File: src/rtl/psram_uart_cmd.sv
// psram_uart_cmd: turns UART byte frames into single 16-bit PSRAM transactions.
// A frame is opcode + three address bytes (+ two data bytes for writes). The block
// launches one psram operation, waits for endcommand and replies over the UART
// transmitter with 'K', the read word, 'T' on operation timeout, or '?' for an
// unknown opcode.
module psram_uart_cmd #(
    parameter logic [15:0] BYTE_TIMEOUT = 16'd8400,
    parameter logic [7:0]  OP_TIMEOUT   = 8'd64
) (
    input  logic        mem_clk,
    input  logic        rst_n,
    input  logic [7:0]  rx_data,
    input  logic        rx_valid,
    output logic [7:0]  tx_data,
    output logic        tx_valid,
    input  logic        tx_ready,
    input  logic        qpi_on,
    input  logic        endcommand,
    input  logic [15:0] data_out,
    output logic [22:0] address,
    output logic [1:0]  read_write,
    output logic        quad_start,
    output logic [15:0] data_in,
    output logic        busy
);

    localparam logic [2:0] S_IDLE     = 3'd0;
    localparam logic [2:0] S_ADDR     = 3'd1;
    localparam logic [2:0] S_DATA     = 3'd2;
    localparam logic [2:0] S_WAIT_RDY = 3'd3;
    localparam logic [2:0] S_ISSUE    = 3'd4;
    localparam logic [2:0] S_WAIT_END = 3'd5;
    localparam logic [2:0] S_RESP     = 3'd6;

    localparam logic [7:0] OP_WRITE   = 8'h57;
    localparam logic [7:0] OP_READ    = 8'h52;
    localparam logic [7:0] RSP_OK     = 8'h4B;
    localparam logic [7:0] RSP_BAD    = 8'h3F;
    localparam logic [7:0] RSP_TMO    = 8'h54;

    logic [2:0]  state;
    logic        is_write;
    logic [1:0]  byte_cnt;
    logic [15:0] byte_timer;
    logic [7:0]  op_timer;
    logic [7:0]  pend_byte;     // second response byte (low half of read data)
    logic        pend_valid;

    logic        byte_expired;
    logic        op_expired;
    logic        frame_done;
    logic        start_op;

    // Timeout flags and frame-completion / launch decisions for the current cycle.
    // A timeout is judged from the counter alone, so it wins over a byte arriving
    // in the same cycle. When qpi_on is already high the operation starts on the
    // same edge that takes the last frame byte, skipping the WAIT_RDY hold.
    always_comb begin
        byte_expired = (byte_timer == BYTE_TIMEOUT);
        op_expired   = (op_timer == OP_TIMEOUT);
        frame_done   = rx_valid && !byte_expired &&
                       (((state == S_ADDR) && (byte_cnt == 2'd2) && !is_write) ||
                        ((state == S_DATA) && (byte_cnt == 2'd1)));
        start_op     = qpi_on && (frame_done || (state == S_WAIT_RDY));
    end

    // Frame parser, psram handshake and response sequencer.
    always_ff @(posedge mem_clk or negedge rst_n) begin
        if (!rst_n) begin
            state      <= S_IDLE;
            is_write   <= 1'b0;
            byte_cnt   <= 2'd0;
            byte_timer <= 16'd0;
            op_timer   <= 8'd0;
            pend_byte  <= 8'd0;
            pend_valid <= 1'b0;
            address    <= 23'd0;
            data_in    <= 16'd0;
            read_write <= 2'd0;
            quad_start <= 1'b0;
            tx_data    <= 8'd0;
            tx_valid   <= 1'b0;
            busy       <= 1'b0;
        end else begin
            quad_start <= 1'b0;
            case (state)
                S_IDLE: begin
                    if (rx_valid) begin
                        busy <= 1'b1;
                        if ((rx_data == OP_WRITE) || (rx_data == OP_READ)) begin
                            is_write   <= (rx_data == OP_WRITE);
                            byte_cnt   <= 2'd0;
                            byte_timer <= 16'd0;
                            state      <= S_ADDR;
                        end else begin
                            tx_data    <= RSP_BAD;
                            tx_valid   <= 1'b1;
                            pend_valid <= 1'b0;
                            state      <= S_RESP;
                        end
                    end
                end

                S_ADDR, S_DATA: begin
                    if (byte_expired) begin
                        // Partial frame abandoned silently.
                        byte_timer <= 16'd0;
                        byte_cnt   <= 2'd0;
                        busy       <= 1'b0;
                        state      <= S_IDLE;
                    end else if (rx_valid) begin
                        byte_timer <= 16'd0;
                        // Shifting 24 bits into 23 drops A2[7] on its own.
                        if (state == S_ADDR) begin
                            address <= {address[14:0], rx_data};
                        end else begin
                            data_in <= {data_in[7:0], rx_data};
                        end
                        if (start_op) begin
                            byte_cnt   <= 2'd0;
                            quad_start <= 1'b1;
                            read_write <= is_write ? 2'd1 : 2'd2;
                            op_timer   <= 8'd0;
                            state      <= S_ISSUE;
                        end else if (frame_done) begin
                            byte_cnt <= 2'd0;
                            state    <= S_WAIT_RDY;
                        end else if ((state == S_ADDR) && (byte_cnt == 2'd2)) begin
                            byte_cnt <= 2'd0;
                            state    <= S_DATA;
                        end else begin
                            byte_cnt <= byte_cnt + 2'd1;
                        end
                    end else if (byte_timer != 16'hFFFF) begin
                        byte_timer <= byte_timer + 16'd1;
                    end
                end

                S_WAIT_RDY: begin
                    if (start_op) begin
                        quad_start <= 1'b1;
                        read_write <= is_write ? 2'd1 : 2'd2;
                        op_timer   <= 8'd0;
                        state      <= S_ISSUE;
                    end
                end

                S_ISSUE: begin
                    op_timer <= op_timer + 8'd1;
                    state    <= S_WAIT_END;
                end

                S_WAIT_END: begin
                    if (endcommand) begin
                        read_write <= 2'd0;
                        op_timer   <= 8'd0;
                        tx_valid   <= 1'b1;
                        state      <= S_RESP;
                        if (is_write) begin
                            tx_data    <= RSP_OK;
                            pend_valid <= 1'b0;
                        end else begin
                            tx_data    <= data_out[15:8];
                            pend_byte  <= data_out[7:0];
                            pend_valid <= 1'b1;
                        end
                    end else if (op_expired) begin
                        read_write <= 2'd0;
                        op_timer   <= 8'd0;
                        tx_data    <= RSP_TMO;
                        tx_valid   <= 1'b1;
                        pend_valid <= 1'b0;
                        state      <= S_RESP;
                    end else if (op_timer != 8'hFF) begin
                        op_timer <= op_timer + 8'd1;
                    end
                end

                S_RESP: begin
                    if (tx_ready) begin
                        if (pend_valid) begin
                            tx_data    <= pend_byte;
                            pend_valid <= 1'b0;
                        end else begin
                            tx_valid <= 1'b0;
                            busy     <= 1'b0;
                            state    <= S_IDLE;
                        end
                    end
                end

                default: begin
                    tx_valid   <= 1'b0;
                    read_write <= 2'd0;
                    busy       <= 1'b0;
                    state      <= S_IDLE;
                end
            endcase
        end
    end

endmodule

File: config.mk
export PLATFORM = sky130hd
export DESIGN_NAME = psram_uart_cmd
export DESIGN_NICKNAME = d
export VERILOG_FILES = /design/src/rtl/psram_uart_cmd.sv
export SDC_FILE = /design/constraint.sdc
export NUM_CORES = 1
export LEC_CHECK = 0
export BUFFER_PORTS_ARGS = -buffer_cell sky130_fd_sc_hd__buf_2
export CAP_MARGIN = 20
export CORE_MARGIN = 1
export CORE_UTILIZATION = 45
export DETAILED_ROUTE_END_ITERATION = 12
export PLACE_DENSITY = 0.79
export SLEW_MARGIN = 20
export SYNTH_ARGS = -nofsm -noshare
export SYNTH_HDL_FRONTEND = slang
export SYNTH_SLANG_ARGS = --single-unit
File: constraint.sdc
create_clock -name mem_clk -period 2.7 [get_ports mem_clk]
set_input_delay 0.54 -clock mem_clk [delete_from_list [all_inputs] [get_ports mem_clk]]
set_output_delay 0.54 -clock mem_clk [all_outputs]
set_load 0.005 [all_outputs]
# Word-level counts from Yosys, hierarchy flattened
# Index checks and enable logic that the tools add are counted.
[op_classes]
n_addsub = 3
n_eq_ne = 29
n_reduce_logical = 32
bitwise = 6
n_mux = 70
[ops]
columns = ["op", "n"]
rows = [
  ["$mux 8", 13],
  ["$mux 16", 5],
  ["$mux 3", 12],
  ["$pmux 16 s2", 1],
  ["$pmux 8 s4", 1],
  ["$mux 2", 13],
  ["$eq 8x7->1 const B", 3],
  ["$pmux 8 s3", 1],
  ["$reduce_and 4->1", 6],
  ["$ne 2x2->1 const B", 10],
  ["$pmux 3 s6", 1],
  ["$mux 1", 17],
  ["$add 16x1->16 const B", 1],
  ["$eq 16x14->1 const B", 1],
  ["$ne 16x16->1 const B", 1],
  ["$reduce_and 6->1", 2],
  ["$reduce_and 5->1", 2],
  ["$eq 3x3->1 const B", 3],
  ["$add 8x1->8 const B", 1],
  ["$ne 4x4->1 const B", 2],
  ["$ne 8x8->1 const B", 1],
  ["$pmux 1 s4", 2],
  ["$pmux 2 s4", 1],
  ["$reduce_and 7->1", 1],
  ["22 further kinds", 39],
]
[totals]
output_inout_bits = 52
reg_bits = 91
elab_cells = 154
in_bits = 30

# Depth between registers and ports, before layout
# Gate-level depths: netlist (run 1).
[depth]
word_depth = 11
ltp_mapped = 10
depth_no_buf = 7

# Least setup slack after synthesis (run 1)
# No wires, ideal clock.
[synth_path]
kind = "register to register"
from = "register byte_timer[0]"
to = "register state[0]"
path_buffers = 1
period_less_slack_ns = 2.157
arrival_time_ns = 2.032
setup_time_ns = 0.125
t_required_ns = 2.575
slack_ns = 0.543
stages_incl_launch_ff = 9
cell_sequence = "dfrtp_1 inv_1 ha_1 and4bb_2 and4_1 buf_4 a2111oi_2 or4_4 mux2_4"
[synth_via]
elab_chain_cells = 10
elab_cells_between_ends = 15
cone_classes = "eq/ne (4); mux (5); reduce/logical (6)"
[synth_rtl]
columns = ["item", "line_no", "text"]
rows = [
  ["start: declaration", "44", "logic [15:0] byte_timer;"],
  ["start signal: assignment", "135", "byte_timer <= byte_timer + 16'd1;"],
  ["$eq 16x14->1 *", "59", "byte_expired = (byte_timer == BYTE_TIMEOUT);"],
  ["$logic_not 1->1", "61", "frame_done = rx_valid && !byte_expired &&"],
  ["$logic_and 1x1->1 (2 in a row)", "61", ""],
  ["$logic_or 1x1->1", "64", "start_op = qpi_on && (frame_done || (state == S_WAIT_RDY));"],
  ["$logic_and 1x1->1", "64", ""],
  ["$mux 3", "119", "if (start_op) begin"],
  ["$mux 3", "111", "end else if (rx_valid) begin"],
  ["$mux 3", "105", "if (byte_expired) begin"],
  ["$pmux 3 s6", "86", "case (state)"],
  ["end signal: assignment", "94", "state <= S_ADDR;"],
  ["end signal: assignment", "110", "state <= S_IDLE;"],
  ["end signal: assignment", "124", "state <= S_ISSUE;"],
  ["end: declaration", "41", "logic [2:0] state;"],
]
# Mark *: on every way between the ends. The rest lies on a longest branch, timed or not. The select of a mux whose other input is x is not followed.
# A chain may end at the register's enable or synchronous reset.

# Final worst setup path (run 1)
# Same ends and word-level chain as after synthesis.

==> impl_metrics.env, run 1 <==
export IMPL_fillers=830
export IMPL_grt_max_degree=48
export IMPL_rrSetupSlack_ns=0.22
export IMPL_endpoint_kind="flop"
export IMPL_h_tree_depth=3
export IMPL_die_w_um=103.2
export IMPL_syn_nets=451
export IMPL_ys_flop_type="dfrtp_1"
export IMPL_grt_pass1_vias=3497
export IMPL_seqPwrFrac_pct=40.2
export IMPL_synth_cells=417
export IMPL_io_pins=82
export IMPL_path_clk_slew_ns=0.10
export IMPL_cp_arrival_ns=2.75
export IMPL_cts_buffer_depth=2
export IMPL_p_int_mw=2.935
export IMPL_syn_mean_instance_area_um2=11.06
export IMPL_worst_ep_required_time_ns=2.97
export IMPL_viasPerCell=5.657
export IMPL_ant_nets=0
export IMPL_core_area_mm2=0.009864
export IMPL_period_share_pct=91.68
export IMPL_crit_type="reg -> reg"
export IMPL_fin_crit_ns=2.475
export IMPL_grtUsageTotal_pct=20.59
export IMPL_max_slew_margin_pct=41.93
export IMPL_synth_area_leaders="dfrtp_1 49%, mux2_2 12%, a21oi_1 3.0%"
export IMPL_die_area_mm2=0.01065
export IMPL_ir_drop_v=0.0004457
export IMPL_cts_tree="yes"
export IMPL_setup_viol=0
export IMPL_synth_top_cells_by_count="91 x dfrtp_1, 48 x mux2_2, 28 x a21oi_1"
export IMPL_worstReg2RegStart="byte_timer[0]"
export IMPL_placementRows=36
export IMPL_cts_sinks=91
export IMPL_nets=540
export IMPL_ys_types=66
export IMPL_antenna_found_initial=0
export IMPL_wl_um=10130
export IMPL_clockPowerShare_pct=19.1
export IMPL_drive_above_1_share_pct=35.03
export IMPL_p_comb_share_pct=40.6
export IMPL_yosysMostFrequentCell="dfrtp_1"
export IMPL_synthToLayoutAreaGrowth_pct=17.69
export IMPL_grt_overflow_total=0
export IMPL_async_flop_share_pct=100.0
export IMPL_clk_latency_ns=0.38
export IMPL_startpoint_type="flop"
export IMPL_drtIter0Drc=160
export IMPL_setup_tns_final_ns=0
export IMPL_final_hold_viol_count=0
export IMPL_n_antenna_cell=0
export IMPL_yosysTopAreaCellShare_pct=49.39
export IMPL_drv_cap=0
export IMPL_vias=3643
export IMPL_tightest_slew_ns=0.8601
export IMPL_fin_ws_ns=0.2247
export IMPL_switchingPower_mw=1.824
export IMPL_ys_seq_elements=91
export IMPL_io_buffer_count=81
export IMPL_start_util_pct=46.74
export IMPL_fp_dieH_um=103.2
export IMPL_p_per_area_mw_per_mm2=876.9
export IMPL_reg2reg_depth=7
export IMPL_yosys_warnings=0
export IMPL_syn_area_mm2=0.004611
export IMPL_fmax_ghz=0.4040
export IMPL_firstDrtPassIters=4
export IMPL_p_leak_nw=2.571
export IMPL_pre_cts_slack_ns=0.1523
export IMPL_place_congestion=0.9108
export IMPL_synth_top_cell_by_area="dfrtp_1"
export IMPL_grt_pass1_wl_um=16950
export IMPL_cts_root_buf="clkbuf_8"
export IMPL_drv_slew=0
export IMPL_dpl_hpwl_um=7344
export IMPL_fin_skew_ns=0.01359
export IMPL_drc_errors=0
export IMPL_rsz0062_at_grt="false"
export IMPL_hold_class="in -> async"
export IMPL_routedWlPerCell_um=15.73
export IMPL_cts_setup_buffers=0
export IMPL_status="completed"
export IMPL_switching_share_pct=38.32
export IMPL_r2r_end="state[0]"
export IMPL_holdBufCountCts=0
export IMPL_cts_buffers=9
export IMPL_ys_seq_area_share_pct=49.39
export IMPL_worstPathMaxFanout=9
export IMPL_synth_edf_count=0
worst max path at each step:
| stage | from | endpoint | slack [ns] | cells after the start |
|---|---|---|---|---|
| 2_1_floorplan | byte_timer[0] | state[0] | 0.54 | 8 |
| 3_3_place_gp | rx_data[5] | byte_timer[8] | 0.27 | 7 |
| 3_5_place_dp | rx_data[2] | tx_data[5] | 0.15 | 5 |
| 4_1_cts | byte_timer[0] | state[0] | 0.23 | 7 |
| 5_1_grt | byte_timer[0] | byte_timer[3] | 0.05 | 8 |
| 6_report | byte_timer[0] | state[0] | 0.22 | 7 |
critical path, stage by stage (launching register included):
cell and delay, ns:
dfrtp_1 0.44, inv_1 0.08, ha_1 0.14, and4bb_2 0.23
and4_1 0.43, nor2_1 0.19, or4_4 0.54, mux2_4 0.31
metrics by stage:
stage | hold slack, ns | util (%) | power [mW] | std cells | cell area [µm²]
finish | 0.1407 | 55.01 | 4.758 | 644 | 5426
global route | 0.2001 | 55.01 | 5.106 | 644 | 5426
detailed placement | 0.4926 | 52.88 | 3.856 | 628 | 5216
CTS | 0.1735 | 54.85 | 4.770 | 644 | 5410
floorplan | 0.2444 | - | 3.160 | 417 | 4611
global placement | 0.4838 | 52.88 | 3.784 | 628 | 5216
power by group through the flow:
| stage | clock [mW] | combinational [mW] | sequential (mW) |
|---|---|---|---|
| after detailed placement | 0 | 1.92 | 1.94 |
| after CTS | 0.927 | 1.93 | 1.91 |
| final | 0.910 | 1.93 | 1.91 |
| after floorplan | 0 | 1.26 | 1.90 |
| after global routing | 0.975 | 2.17 | 1.96 |
| after global placement | 0 | 1.86 | 1.92 |
timing repair:
item	4_1_cts	5_1_grt
hold endpoints to repair	0	0
gates resized for setup	0	2
endpoints found under the setup margin	0	2
cell type report:
class / count / area [µm²] / area share, %
Sequential cell: 91 / 2277 / 41.96
Multi-Input combinational cell: 292 / 2185 / 40.26
Timing Repair Buffer: 99 / 555.5 / 10.24
Tap cell: 133 / 166.4 / 3.067
Clock buffer: 9 / 123.9 / 2.283
Clock inverter: 7 / 70.07 / 1.291
Inverter: 13 / 48.80 / 0.8992
kinds of logic after synthesis:
| group | share of synthesized area, % |
|---|---|
| AND/OR/NAND/NOR | 16.26 |
| AO/OA/AOI/OAI | 16.42 |
| flip-flops | 49.39 |
| multiplexers | 12.70 |
| buffers and inverters | 3.582 |
| adder cells (fa/ha/maj) | 1.086 |
| XOR/XNOR | 0.5700 |
layer usage:
| layer | vias to the layer above | share of wire [%] | GRT usage, % |
|---|---|---|---|
| met4 | 0 | 1.6 | 6.717 |
| met3 | 14 | 5.0 | 3.763 |
| met5 | - | 0 | 0 |
| met1 | 1776 | 45 | 27.38 |
| met2 | 111 | 49 | 34.26 |
| li1 | 1742 | - | - |
layout by cell type (no fill, tap or decap), drive strengths merged, types with 2 or more instances in the layout:
cell type   n
nor3b       3
nor2       24
a21o        4
nor3        5
buf        99
a211oi      7
clkbuf      9
or3         4
o22a        2
inv        15
nor4        3
mux2       49
nand2      16
o31ai       9
dfrtp      91
o32ai       2
and3       10
o22ai       2
nand2b     14
or4         9
o311ai      2
nand3b      3
ha          4
o21ai      18
and4        4
nand3      12
o21bai      3
a22o        3
a31oi      11
a221oi      2
nand4       7
a21oi      28
mux2i       3
a22oi       2
and4bb      2
o211ai      4
clkinv      5
nor2b       3
xor2        3
state kept, by name, summed over array words and instances, names as in the netlist:
register    count
read_write      2
data_in        16
address        23
state           3
busy            1
byte_timer     16
byte_cnt        2
is_write        1
tx_data         8
pend_valid      1
op_timer        8
tx_valid        1
quad_start      1
pend_byte       8
Power figures use the tool's default switching activity.
==> run 2, diff against run 1 <==
--- a/config.mk
+++ b/config.mk
@@ -7,6 +7,7 @@
 export LEC_CHECK = 0
 export BUFFER_PORTS_ARGS = -buffer_cell sky130_fd_sc_hd__buf_2
 export CAP_MARGIN = 20
+export CORE_ASPECT_RATIO = 0.75
 export CORE_MARGIN = 1
 export CORE_UTILIZATION = 45
 export DETAILED_ROUTE_END_ITERATION = 12
==> run 2 against run 1 <==
Compared with the run above:
- wire length grew 4.6%
- global-route usage grew 0.25 points
- first-iteration DRC count grew 94%
- critical path depth is the same
- die area is essentially flat
- via count grew 2.4%
- combinational power is essentially flat
- register-to-register slack lost 0.02 ns
==> impl_metrics.env, run 2 (synthesized netlist as in run 1, its figures left out) <==
export IMPL_grt_overflow_total=0
export IMPL_io_pins=82
export IMPL_period_share_pct=92.30
export IMPL_crit_type="reg -> reg"
export IMPL_io_buffer_count=81
export IMPL_tightest_slew_ns=0.8114
export IMPL_critical_path_buf_inv_count=1
export IMPL_drive_above_1_share_pct=34.90
export IMPL_ir_drop_v=0.0006109
export IMPL_layout_common_cells="91 x dfrtp_1, 80 x buf_2, 48 x mux2_2"
export IMPL_clk_latency_ns=0.34
export IMPL_cts_setup_buffers=0
export IMPL_fin_crit_ns=2.492
export IMPL_drc_errors=0
export IMPL_fin_ws_ns=0.2078
export IMPL_h_tree_depth=3
export IMPL_layout_commonest_cell="dfrtp_1"
export IMPL_status="completed"
export IMPL_drv_cap=0
export IMPL_p_total_mw=5.295
export IMPL_worstReg2RegStart="byte_timer[0]"
export IMPL_seqPwrFrac_pct=36.6
export IMPL_top_register="address"
export IMPL_drv_slew=0
export IMPL_synthToLayoutAreaGrowth_pct=20.60
export IMPL_cts_tree="yes"
export IMPL_core_area_mm2=0.009813
export IMPL_routedWlPerCell_um=16.50
export IMPL_dp_cells=626
export IMPL_final_hold_viol_count=0
export IMPL_cts_resized=0
export IMPL_p_per_area_mw_per_mm2=952.2
export IMPL_fin_skew_ns=0.005477
export IMPL_cp_arrival_ns=2.72
export IMPL_hold_class="in -> async"
export IMPL_die_w_um=118.9
export IMPL_cts_buffers=9
export IMPL_fp_dieH_um=89.66
export IMPL_grt_max_degree=48
export IMPL_placementRows=31
export IMPL_switchingPower_mw=1.861
export IMPL_p_int_mw=3.434
export IMPL_p_leak_nw=2.627
export IMPL_n_antenna_cell=0
export IMPL_worst_path_dominant_cell_family="simple AND/OR/NAND/NOR gates"
export IMPL_place_congestion=0.8764
export IMPL_cts_buffer_depth=2
export IMPL_setup_viol=0
export IMPL_cts_root_buf="clkbuf_16"
export IMPL_crit_path_start="byte_timer[0]"
export IMPL_endpoint_kind="flop"
export IMPL_die_area_mm2=0.01066
export IMPL_ant_nets=0
export IMPL_worst_ep_required_time_ns=2.93
export IMPL_clockPowerShare_pct=26.5
export IMPL_rsz0062_at_grt="false"
export IMPL_startpoint_type="flop"
export IMPL_nets=539
export IMPL_drtIter0Drc=310
export IMPL_viasPerCell=5.813
export IMPL_crit_slowest_cell="or4_4"
export IMPL_largest_reg_flops=23
export IMPL_worstPathMaxFanout=9
export IMPL_start_util_pct=46.98
export IMPL_utilization_pct=56.66
export IMPL_wl_um=10600
export IMPL_p_comb_share_pct=37.0
export IMPL_whs_ns=0.2133
export IMPL_setup_tns_final_ns=0
export IMPL_switching_share_pct=35.15
export IMPL_instances_no_fill=642
export IMPL_antenna_found_initial=0
export IMPL_path_cells="inv_1, ha_1, and4bb_2, and4_1, nor2_1, or4_4, mux2_4"
export IMPL_path_clk_slew_ns=0.06
export IMPL_fmax_ghz=0.4012
export IMPL_max_slew_margin_pct=45.22
export IMPL_max_stage_delay_ns=0.55
export IMPL_dpl_hpwl_um=7460
export IMPL_pre_cts_slack_ns=0.1704
export IMPL_grtUsageTotal_pct=20.84
export IMPL_cts_sinks=91
export IMPL_holdBufCountCts=0
export IMPL_vias=3732
export IMPL_reg_largest_list="address x23, byte_timer x16, data_in x16"
export IMPL_grt_pass1_vias=3585
export IMPL_grt_pass1_wl_um=17360
export IMPL_firstDrtPassIters=7
export IMPL_stdcell_area_mm2=0.005560
export IMPL_placed_cell_area_mm2=0.005207
run 2: cell type report:
type,instances,area (µm²)
Clock inverter,5,83.83
Timing Repair Buffer,98,548.0
Clock buffer,11,252.7
Sequential cell,91,2277
Fill cell,816,4253
Tap cell,132,165.2
Inverter,13,48.80
Multi-Input combinational cell,292,2185
run 2: worst paths after layout:
check / cells after the start / slack, ns / to
setup / recovery: 7 / 0.21 / state[0]
hold / removal: 1 / 0.21 / pend_byte[6]
setup reg to reg: 7 / 0.21 / state[0]
hold reg to reg: 1 / 0.50 / address[21]
max in group asynchronous: 2 / 1.83 / byte_timer[1]
min in group mem_clk: 2 / 0.43 / pend_byte[0]
run 2: worst reg2reg max path: stages, from the launching register on:
cell and delay (ns):
dfrtp_1 0.43, inv_1 0.08, ha_1 0.14, and4bb_2 0.23
and4_1 0.44, nor2_1 0.20, or4_4 0.55, mux2_4 0.31
run 2: power groups by stage:
stage | clock [mW] | combinational, mW | sequential (mW)
3_3_place_gp | 0 | 1.84 | 1.93
4_1_cts | 1.42 | 1.93 | 1.93
3_5_place_dp | 0 | 1.91 | 1.95
5_1_grt | 1.47 | 2.14 | 1.97
2_1_floorplan | 0 | 1.26 | 1.90
6_report | 1.40 | 1.96 | 1.94
run 2: routing by layer:
layer	part of all wire [%]	vias to the layer above	routed length, µm	GRT usage (%)
met1	46	1835	4904	26.88
met4	1.3	0	136	5.984
met3	5.4	16	569	5.114
met2	47	132	4986	35.57
li1	-	1749	-	-
met5	0	-	0	0
